==> src/rtl/seq_mult_8x8.sv <==
// Sequential unsigned 8x8 shift-and-add multiplier, one partial product per clock.
// Each RUN cycle feeds product/mcand through a 16-bit ripple-carry adder and registers its sum.

module rca_16 (
   input  logic [15:0] i_a,
   input  logic [15:0] i_b,
   input  logic        i_cin,
   output logic [15:0] o_s,
   output logic        o_cout
);
   logic [16:0] w_c;

   assign w_c[0] = i_cin;

   for (genvar g = 0; g < 16; g++) begin : g_fa
      assign o_s[g]     = i_a[g] ^ i_b[g] ^ w_c[g];
      assign w_c[g + 1] = (i_a[g] & i_b[g]) | (w_c[g] & (i_a[g] ^ i_b[g]));
   end

   assign o_cout = w_c[16];
endmodule

// state  | meaning
// IDLE   | waiting for start; product holds last result
// RUN    | eight shift-and-add iterations
// DONE   | single-cycle done pulse, product valid
module seq_mult_8x8 #(
   parameter int N     = 8,
   parameter int CNT_W = 4
) (
   input  logic           clk,
   input  logic           rst,
   input  logic           start,
   input  logic [N-1:0]   a,
   input  logic [N-1:0]   b,
   output logic [2*N-1:0] product,
   output logic           busy,
   output logic           done
);
   localparam int W = 2 * N;

   typedef enum logic [1:0] {
      S_IDLE = 2'd0,
      S_RUN  = 2'd1,
      S_DONE = 2'd2
   } state_t;

   state_t           r_state;
   state_t           w_state_nxt;
   logic [W-1:0]     r_mcand;
   logic [N-1:0]     r_mplier;
   logic [W-1:0]     r_product;
   logic [CNT_W-1:0] r_count;
   logic [W-1:0]     w_sum;
   // Product never exceeds 0xFE01, so the carry-out stays low and is not consumed.
   logic             w_cout_unused;

   rca_16 u_rca (
      .i_a    (r_product),
      .i_b    (r_mcand),
      .i_cin  (1'b0),
      .o_s    (w_sum),
      .o_cout (w_cout_unused)
   );

   always_ff @(posedge clk) begin
      if (rst) r_state <= S_IDLE;
      else     r_state <= w_state_nxt;
   end

   always_comb begin
      w_state_nxt = r_state;
      case (r_state)
         S_IDLE:  if (start) w_state_nxt = S_RUN;
         S_RUN:   if (r_count == CNT_W'(N - 1)) w_state_nxt = S_DONE;
         S_DONE:  w_state_nxt = S_IDLE;
         default: w_state_nxt = S_IDLE;
      endcase
   end

   always_ff @(posedge clk) begin
      if (rst) begin
         r_mcand   <= '0;
         r_mplier  <= '0;
         r_product <= '0;
         r_count   <= '0;
      end else begin
         case (r_state)
            S_IDLE: begin
               if (start) begin
                  r_mcand   <= {{N{1'b0}}, a};
                  r_mplier  <= b;
                  r_product <= '0;
                  r_count   <= '0;
               end
            end
            S_RUN: begin
               if (r_mplier[0]) r_product <= w_sum;
               r_mcand  <= r_mcand << 1;
               r_mplier <= r_mplier >> 1;
               r_count  <= r_count + CNT_W'(1);
            end
            default: ;
         endcase
      end
   end

   assign product = r_product;
   assign busy    = (r_state != S_IDLE);
   assign done    = (r_state == S_DONE);
endmodule
==> config.mk <==
export PLATFORM = sky130hd
export DESIGN_NAME = seq_mult_8x8
export DESIGN_NICKNAME = d
export VERILOG_FILES = /design/src/rtl/seq_mult_8x8.sv
export SDC_FILE = /design/constraint.sdc
export NUM_CORES = 1
export LEC_CHECK = 0
export ABC_AREA = 1
export ABC_CLOCK_PERIOD_IN_PS = 9200
export CAP_MARGIN = 20
export CORE_ASPECT_RATIO = 1.4
export CORE_MARGIN = 10
export CORE_UTILIZATION = 35
export CTS_CLUSTER_DIAMETER = 80
export DETAILED_ROUTE_END_ITERATION = 7
export SLEW_MARGIN = 20
export SYNTH_ARGS = -nofsm -noshare
export SYNTH_HDL_FRONTEND = slang
export SYNTH_SLANG_ARGS = --single-unit
==> constraint.sdc <==
create_clock -name clk -period 9.2 [get_ports clk]
set_input_delay 1.84 -clock clk [delete_from_list [all_inputs] [get_ports clk]]
set_output_delay 1.84 -clock clk [all_outputs]
set_load 0.05 [all_outputs]
==> flow_metrics.py, run 1 <==
metrics = {
    "detailed_routing": {
        "ant_nets": 0,
        "post_drt_wl_per_cell_um": 13.0,
        "first_pass_iters": 4,
        "routed.top_layer": "met4",
        "wl_met1_um": 2280,
        "drc": 0,
        "drt-vias-per-instance": 4.78,
        "vias": 1936,
        "routed-wl-met2_um": 2580,
        "drt-total-wl_um": 5280,
        "dr_wl_met3_um": 337,
        "drt_iter0_markers": 114,
    },
    "synth": {
        "synth_top_cell_by_area": "dfxtp_1",
        "postSynthCellCount": 302,
        "yosys-top-cells-count": "51 x nand2_1, 46 x dfxtp_1, 46 x nor2_1",
        "syn_avg_cell_area_um2": 7.78,
        "synth_ff_type": "dfxtp_1",
        "async_flop_share": 0,
        "ys_seq_area_frac": 0.392,
        "synthTopCellsByArea": "dfxtp_1 39%, fa_1 12%, nand2_1 8.1%",
        "yosysTopAreaCellShare": 0.392,
        "netlist_area_mm2": 0.00235,
        "ys_types": 22,
        "synth_fp_nets": 337,
        "yosysMostFrequentCell": "nand2_1",
        "ys_ff_latch": 46,
        "yosysWarnings": 0,
        "synth_edf_count": 0,
    },
    "critical_path": {
        "required_ps": 9360,
        "r2r-end": "product[15]",
        "cp_max_fo": 3,
        "r2r_start": "product[0]",
        "crit_path_start_kind": "flop",
        "cp.arrival_ps": 6500,
        "rrSetupSlack_ps": 2860,
        "cp-end-kind": "flop",
        "reg2reg_depth": 22,
        "crit_type": "reg -> reg",
    },
    "pwr": {
        "intPower_mw": 0.310,
        "leakage_nw": 1.07,
        "ir_worst_vdd_uv": 64.3,
        "powerDensity_mw_per_mm2": 163,
        "power_switching_share": 0.316,
        "p_sw_mw": 0.143,
        "seq_power_share": 0.486,
        "clockPowerShare": 0.286,
        "p_comb_frac": 0.227,
        "total_power_mw": 0.453,
    },
    "die": {
        "io_pins": 37,
        "fp-row-count": 35,
        "die_area_mm2": 0.0104,
        "coreArea_mm2": 0.00657,
        "die_x_um": 89.3,
        "chipHeight_um": 117,
        "initial_core_util": 0.358,
    },
    "timing": {
        "clock.fmax_ghz": 0.158,
        "rsz0062_at_grt": "false",
        "timing.setup.tns_ps": 0,
        "min_period_ps": 6340,
        "finClkSkew_ps": 5.01,
        "worstMarginPinSlew_ps": 1000,
        "finalMaxSlewViolations": 0,
        "post-route-period-util": 0.689,
        "max_slew_margin": 0.327,
        "hold_violations": 0,
        "setup_violations": 0,
    },
    "clock_network": {
        "cts_buffer_depth": 2,
        "cts_root_buf": "clkbuf_8",
        "ctsHoldBuffers": 0,
        "cts-buffers-inserted": 5,
        "htreeDepth": 2,
        "cts_tree": "built",
        "cts_resized": 0,
        "clkSinkCount": 46,
        "clock_latency_ps": 300,
        "clk_pin_slew_ps": 90,
        "postCtsSetupRepairBufs": 0,
    },
    "cells_and_area": {
        "nFillCells": 672,
        "drive_above_1_share": 0.0363,
        "multi_input_area_mm2": 0.00116,
        "fin_nets": 365,
        "finalNonFillerCells": 405,
        "syn_to_final_growth_pct": 18.1,
        "antenna_cells": 0,
        "regArea_um2": 921,
        "fin_util": 0.423,
    },
    "global_route": {
        "grt_pass1_wl_um": 9100,
        "grt_pass1_vias": 1952,
        "grt_max_degree": 40,
        "antenna_found_initial": 0,
        "overflow": 0,
        "gr-usage-all-layers": 0.110,
    },
    "min_path": {
        "hold_class": "reg -> reg",
        "hold_start": "r_mplier[7]",
        "hold_path_depth": 2,
        "whs_endpoint": "r_mplier[7]",
    },
    "place": {
        "dp_cells": 397,
        "gp_congestion": 0.774,
        "dpl.hpwl_um": 3600,
        "portBuffers": 36,
    },
    "outcome": {
        "status": "finished clean",
    },
    "run": {
        "maxCapViolCount": 0,
    },
}
[cells by family (layout without fill, tap and decap cells)]
family / after synthesis / after routing / synth area share
and+or+nand+nor: 119 / 119 / 0.208
AOI/OAI and AO/OA: 66 / 66 / 0.155
buffers and inverters: 55 / 84 / 0.116
DFF: 46 / 46 / 0.392
adders and majority gates: 16 / 16 / 0.130
[routing by layer]
layer / global-route usage / vias to the layer above
met4: 0.0415 / 0
met2: 0.175 / 38
met1: 0.133 / 891
met5: 0 / -
li1: - / 1002
met3: 0.0367 / 5
[state kept, by name (all words and copies together), names as in the netlist]
| name | cells |
|---|---|
| r_mplier | 8 |
| r_state | 2 |
| r_count | 4 |
| r_mcand | 16 |
| product | 16 |
[per-stage QoR]
step / worst slack, ps / cell area [um2] / hold WS (ps)
final: 2860 / 2780 / 469
after global routing: 2540 / 2780 / 500
after CTS: 2840 / 2780 / 470
after detailed placement: 2870 / 2690 / 458
after global placement: 3000 / 2690 / 454
after floorplan: 2780 / 2350 / 439
[power by group through the flow]
| stage | clock (mW) | sequential (mW) | combinational [mW] |
|---|---|---|---|
| 2_1_floorplan | 0 | 0.243 | 0.0584 |
| 3_3_place_gp | 0 | 0.225 | 0.103 |
| 5_1_grt | 0.143 | 0.222 | 0.117 |
| 6_report | 0.130 | 0.220 | 0.103 |
| 4_1_cts | 0.134 | 0.220 | 0.105 |
| 3_5_place_dp | 0 | 0.225 | 0.104 |
[worst max-delay path by stage]
stage	startpoint	endpoint	slack [ps]
floorplan	product[0]	product[14]	2780
global placement	product[0]	product[15]	3000
detailed placement	product[0]	product[15]	2870
CTS	product[0]	product[15]	2840
global route	r_mcand[0]	product[15]	2540
finish	product[0]	product[15]	2860
[cell usage in the layout (no fill, tap or decap), types with 2 or more instances in the layout]
master           instances
clkdlybuf4s50_1         36
fa_1                    14
clkbuf_8                 6
nor2_1                  46
o21a_1                  13
dfxtp_1                 46
nand2_1                 51
nand3_1                 19
o21ai_1                 15
ha_1                     2
a21oi_1                 10
inv_1                   36
o21ai_0                 27
inv_4                    2
[layout make-up]
cell class                 count  area share
multi-input combinational    201       0.417
sequential                    46       0.332
timing repair buffer          36       0.130
inverter                      40      0.0559
tap                           74      0.0333
clock buffer                   7      0.0311
clock inverter                 1     0.00180
[worst max-delay path, stage by stage, from the launching register on]
cell and delay (ps):
dfxtp_1 370, ha_1 160, inv_1 50, fa_1 390, fa_1 410, fa_1 400, fa_1 400, fa_1 390
fa_1 380, fa_1 390, fa_1 390, fa_1 380, fa_1 380, fa_1 380, fa_1 360, inv_1 70
fa_1 150, inv_1 50, fa_1 390, inv_1 70, nand3_1 80, nand3_1 90, a21oi_1 60
(Power assumes the default switching activity.)
==> run 2, diff against run 1 <==
- ABC_CLOCK_PERIOD_IN_PS: 9200 -> 6600
- clock period: 9.2 -> 6.6 ns (I/O delays scaled with it)
==> flow_metrics.py, run 2 (synthesis results as in run 1) <==
metrics = {
    "critical_path": {
        "reg2reg_depth": 22,
        "r2r_start": "product[0]",
        "slowest_delay_ps": 410,
        "r2r-end": "product[15]",
        "cpMaxStageDelayCell": "fa_1",
        "cp_max_fo": 3,
        "worst-path-buf-inv": 4,
        "cp.arrival_ps": 6440,
        "rrSetupSlack_ps": 320,
        "cp-end-kind": "flop",
        "crit_top_cell": "fa_1",
        "crit_chain": "ha_1 > inv_1 > fa_1 > fa_1 > fa_2 > fa_1 > fa_1 > fa_1 > fa_1 > fa_1 > fa_1 > fa_1 > fa_1 > fa_1 > inv_1 > fa_1 > inv_1 > fa_1 > inv_1 > nand3_1 > nand3_1 > a21oi_1",
        "cp_top_family": "adder cells",
        "crit_path_start_kind": "flop",
        "required_ps": 6760,
        "crit_type": "reg -> reg",
    },
    "timing": {
        "rsz0062_at_grt": "false",
        "max_slew_margin": 0.307,
        "timing.setup.tns_ps": 0,
        "hold_slack_ps": 473,
        "finalMaxSlewViolations": 0,
        "setup_violations": 0,
        "min_period_ps": 6280,
        "post-route-period-util": 0.951,
        "hold_violations": 0,
        "worstMarginPinSlew_ps": 1030,
        "finClkSkew_ps": 3.87,
        "clock.fmax_ghz": 0.159,
    },
    "die": {
        "die_x_um": 89.3,
        "fp-row-count": 35,
        "coreArea_mm2": 0.00657,
        "chipHeight_um": 117,
        "die_area_mm2": 0.0104,
        "initial_core_util": 0.358,
        "io_pins": 37,
    },
    "pwr": {
        "power_switching_share": 0.320,
        "powerDensity_mw_per_mm2": 228,
        "intPower_mw": 0.432,
        "ir_worst_vdd_uv": 101,
        "leakage_nw": 1.07,
        "clockPowerShare": 0.291,
        "p_sw_mw": 0.203,
        "total_power_mw": 0.635,
        "seq_power_share": 0.484,
        "p_comb_frac": 0.226,
    },
    "global_route": {
        "overflow": 0,
        "top_usage_layer": "met2",
        "gr-usage-all-layers": 0.107,
        "antenna_found_initial": 0,
        "grt_pass1_wl_um": 8860,
        "grt_max_degree": 40,
        "grt_use_met1": 0.120,
        "grt_pass1_vias": 1945,
        "gr-usage-met3": 0.0367,
        "met2_usage": 0.177,
    },
    "cells_and_area": {
        "mostFrequentLayoutCells": "51 x nand2_1, 46 x nor2_1, 44 x dfxtp_1",
        "antenna_cells": 0,
        "syn_to_final_growth_pct": 18.5,
        "mostFrequentLayoutCell": "nand2_1",
        "fin_nets": 365,
        "stdcell_area_mm2": 0.00279,
        "drive_above_1_share": 0.0483,
    },
    "place": {
        "portBuffers": 36,
        "gp_congestion": 0.774,
        "dpl.hpwl_um": 3600,
        "place_area_mm2": 0.00269,
    },
    "clock_network": {
        "cts-buffers-inserted": 5,
        "cts_buffer_depth": 2,
        "htreeDepth": 2,
        "cts_root_buf": "clkbuf_8",
        "clk_pin_slew_ps": 90,
        "clock_latency_ps": 300,
        "postCtsSetupRepairBufs": 0,
        "cts_tree": "built",
        "clkSinkCount": 46,
    },
    "detailed_routing": {
        "drt_iter0_markers": 103,
        "vias": 1960,
        "drt-vias-per-instance": 4.84,
        "first_pass_iters": 5,
        "drt-total-wl_um": 5260,
        "drc": 0,
        "ant_nets": 0,
        "post_drt_wl_per_cell_um": 13.0,
    },
    "min_path": {
        "hold_start": "r_mplier[7]",
        "hold_class": "reg -> reg",
        "hold_path_depth": 2,
        "whs_endpoint": "r_mplier[7]",
    },
    "outcome": {
        "status": "finished clean",
    },
    "run": {
        "maxCapViolCount": 0,
    },
}
run 2: changes by cell type in the layout (fill, tap and decap cells not counted):
cell        previous run  this run
dfxtp_1               46        44
fa_1                  14        13
dfxtp_2                0         2
fa_2                   0         1
clkbuf_1               1         0
clkinvlp_4             0         1
run 2: how the worst max path moves through the flow:
stage / from / to / slack, ps / cells past startpoint
floorplan: product[0] / product[14] / 180 / 20
global placement: product[0] / product[15] / 400 / 22
detailed placement: product[0] / product[15] / 280 / 22
CTS: product[0] / product[15] / 240 / 22
global route: product[0] / product[15] / 60 / 22
finish: product[0] / product[15] / 320 / 22
run 2: power by group through the flow:
stage	registers (mW)	logic, mW	clock network (mW)
finish	0.307	0.143	0.184
global route	0.310	0.162	0.201
CTS	0.307	0.146	0.193
detailed placement	0.314	0.145	0
global placement	0.313	0.144	0
floorplan	0.339	0.0814	0
run 2: per-layer routing:
| metal | up-vias | routed length, um |
|---|---|---|
| met1 | 909 | 2310 |
| li1 | 1002 | - |
| met3 | 7 | 316 |
| met5 | - | 0 |
| met4 | 0 | 114 |
| met2 | 42 | 2520 |
run 2: tightest hold or removal path, stage by stage, from the launching register on:
cell,delay (ps)
dfxtp_1,320
nand2_1,60
a21oi_1,50
run 2: cell type report:
type | count | area, um2
repair buffers | 36 | 360
clock buffers | 6 | 82.6
inverters | 40 | 155
well taps | 74 | 92.6
clock inverters | 2 | 12.5
fillers | 664 | 3780
multi-input cells | 201 | 1160
flip-flops and latches | 46 | 923
run 2: stage by stage:
step,utilization,std cells,setup WS (ps)
after detailed placement,0.409,397,275
after floorplan,-,302,184
after CTS,0.423,405,240
after global placement,0.409,397,397
after global routing,0.424,405,58.1
final,0.424,405,321
run 2: timing repair:
item                                   4_1_cts  5_1_grt
setup endpoints to repair                    0        1
endpoints found under the hold margin        0        0
hold buffers                                 0        0
gates resized for setup                      0        3
==> run 3, diff against run 2 <==
- CAP_MARGIN: 20 -> unset
- RECOVER_POWER: unset -> 100
==> flow_metrics.py, run 3 (synthesis results as in run 1) <==
metrics = {
    "outcome": {
        "status": "finished clean",
    },
    "clock_network": {
        "cts_tree": "built",
        "clkSinkCount": 46,
        "ctsHoldBuffers": 0,
        "cts_buffer_depth": 2,
        "cts_root_buf": "clkbuf_8",
        "cts-buffers-inserted": 5,
        "clock_latency_ps": 300,
        "clk_pin_slew_ps": 90,
        "postCtsSetupRepairBufs": 0,
        "htreeDepth": 2,
    },
    "critical_path": {
        "crit_top_cell": "fa_1",
        "cp-end-kind": "flop",
        "slowest_delay_ps": 410,
        "crit_path_start_kind": "flop",
        "cp.arrival_ps": 6440,
        "crit_chain": "ha_1 > inv_1 > fa_1 > fa_1 > fa_2 > fa_1 > fa_1 > fa_1 > fa_1 > fa_1 > fa_1 > fa_1 > fa_1 > fa_1 > inv_1 > fa_1 > inv_1 > fa_1 > inv_1 > nand3_1 > nand3_1 > a21oi_1",
        "worst-path-buf-inv": 4,
        "cp_max_fo": 3,
        "cp_top_family": "adder cells",
        "cpMaxStageDelayCell": "fa_1",
        "crit_type": "reg -> reg",
        "required_ps": 6760,
    },
    "place": {
        "gp_congestion": 0.774,
        "dpl.hpwl_um": 3600,
        "place_ws_ps": 275,
        "portBuffers": 36,
    },
    "cells_and_area": {
        "syn_to_final_growth_pct": 18.1,
        "multi_input_area_mm2": 0.00115,
        "nFillCells": 666,
        "drive_above_1_share": 0.0453,
        "fin_nets": 365,
        "mostFrequentLayoutCells": "52 x nand2_1, 46 x nor2_1, 44 x dfxtp_1",
        "antenna_cells": 0,
        "mostFrequentLayoutCell": "nand2_1",
        "regArea_um2": 923,
        "fin_util": 0.423,
    },
    "die": {
        "io_pins": 37,
        "die_x_um": 89.3,
        "fp-row-count": 35,
        "chipHeight_um": 117,
        "die_area_mm2": 0.0104,
        "initial_core_util": 0.358,
        "coreArea_mm2": 0.00657,
    },
    "global_route": {
        "antenna_found_initial": 0,
        "grt_max_degree": 40,
        "grt_pass1_vias": 1945,
        "grt_pass1_wl_um": 8860,
        "gr-usage-all-layers": 0.107,
        "overflow": 0,
    },
    "run": {
        "maxCapViolCount": 0,
    },
    "min_path": {
        "hold_class": "reg -> reg",
    },
    "pwr": {
        "ir_worst_vdd_uv": 101,
        "intPower_mw": 0.428,
        "clockPowerShare": 0.292,
        "seq_power_share": 0.487,
        "powerDensity_mw_per_mm2": 227,
        "p_comb_frac": 0.221,
        "leakage_nw": 1.11,
        "p_sw_mw": 0.201,
        "power_switching_share": 0.320,
    },
    "detailed_routing": {
        "vias": 1971,
        "drc": 0,
        "drt-total-wl_um": 5260,
        "first_pass_iters": 4,
        "ant_nets": 0,
        "drt_iter0_markers": 97,
        "drt-vias-per-instance": 4.87,
        "post_drt_wl_per_cell_um": 13.0,
    },
    "timing": {
        "finClkSkew_ps": 3.76,
        "clock.fmax_ghz": 0.159,
        "hold_violations": 0,
        "hold_slack_ps": 473,
        "finalMaxSlewViolations": 0,
        "timing.setup.tns_ps": 0,
        "setup_violations": 0,
        "max_slew_margin": 0.295,
        "worstMarginPinSlew_ps": 1050,
        "min_period_ps": 6270,
        "post-route-period-util": 0.950,
        "layout_setup_ws_ps": 328,
        "rsz0062_at_grt": "false",
    },
}
## run 3: changes by cell type in the layout (fill, tap and decap cells not counted)
cell	before	now
clkdlybuf4s50_1	36	16
clkinvlp_2	0	1
dlygate4sd3_1	0	20
inv_4	2	1
nand2_1	51	52
nand2_4	1	0
o21ai_0	27	34
o21ai_1	15	8
## run 3: area by class of cell
| cell class | instances | area share |
|---|---|---|
| Tap cell | 74 | 0.0333 |
| Inverter | 40 | 0.0554 |
| Timing Repair Buffer | 36 | 0.130 |
| Sequential cell | 46 | 0.332 |
| Clock inverter | 2 | 0.00450 |
| Multi-Input combinational cell | 201 | 0.415 |
| Clock buffer | 6 | 0.0297 |
## run 3: through the flow
stage                     std cells  power, mW  instance area [um2]
after floorplan                 302      0.420                 2350
after global placement          397      0.457                 2690
after detailed placement        397      0.459                 2690
after CTS                       405      0.646                 2780
after global routing            405      0.668                 2780
final                           405      0.630                 2780
## run 3: timing repair
item / CTS / global route
endpoints found under the hold margin: 0 / 0
resized for setup: 0 / 3
setup endpoints to repair: 0 / 1
## run 3: worst paths after layout
check                            startpoint     endpoint  slack, ps  depth (start not counted)
worst min-delay path            r_mplier[7]  r_mplier[7]        470                          2
worst min register to register  r_mplier[7]  r_mplier[7]        470                          2
worst max-delay path             product[0]  product[15]        330                         22
worst max register to register   product[0]  product[15]        330                         22
## run 3: power by group through the flow
stage / Combinational [mW] / Clock, mW / Sequential [mW]
2_1_floorplan: 0.0814 / 0 / 0.339
3_3_place_gp: 0.144 / 0 / 0.313
3_5_place_dp: 0.145 / 0 / 0.314
4_1_cts: 0.146 / 0.193 / 0.307
5_1_grt: 0.158 / 0.201 / 0.309
6_report: 0.139 / 0.184 / 0.307
## run 3: worst reg2reg max path: stages (launching register included)
cell,delay (ps)
dfxtp_2,350
ha_1,140
inv_1,50
fa_1,390
fa_1,410
fa_2,360
fa_1,400
fa_1,390
fa_1,390
fa_1,390
fa_1,390
fa_1,380
fa_1,380
fa_1,380
fa_1,360
inv_1,70
fa_1,150
inv_1,50
fa_1,390
inv_1,70
nand3_1,90
nand3_1,90
a21oi_1,60
## run 3: per-layer routing
layer  wire length, um  up-vias  track usage
li1                  -     1003            -
met1              2250      917        0.120
met2              2560       44        0.177
met3               329        7       0.0367
met4               114        0       0.0500
met5                 0        -            0
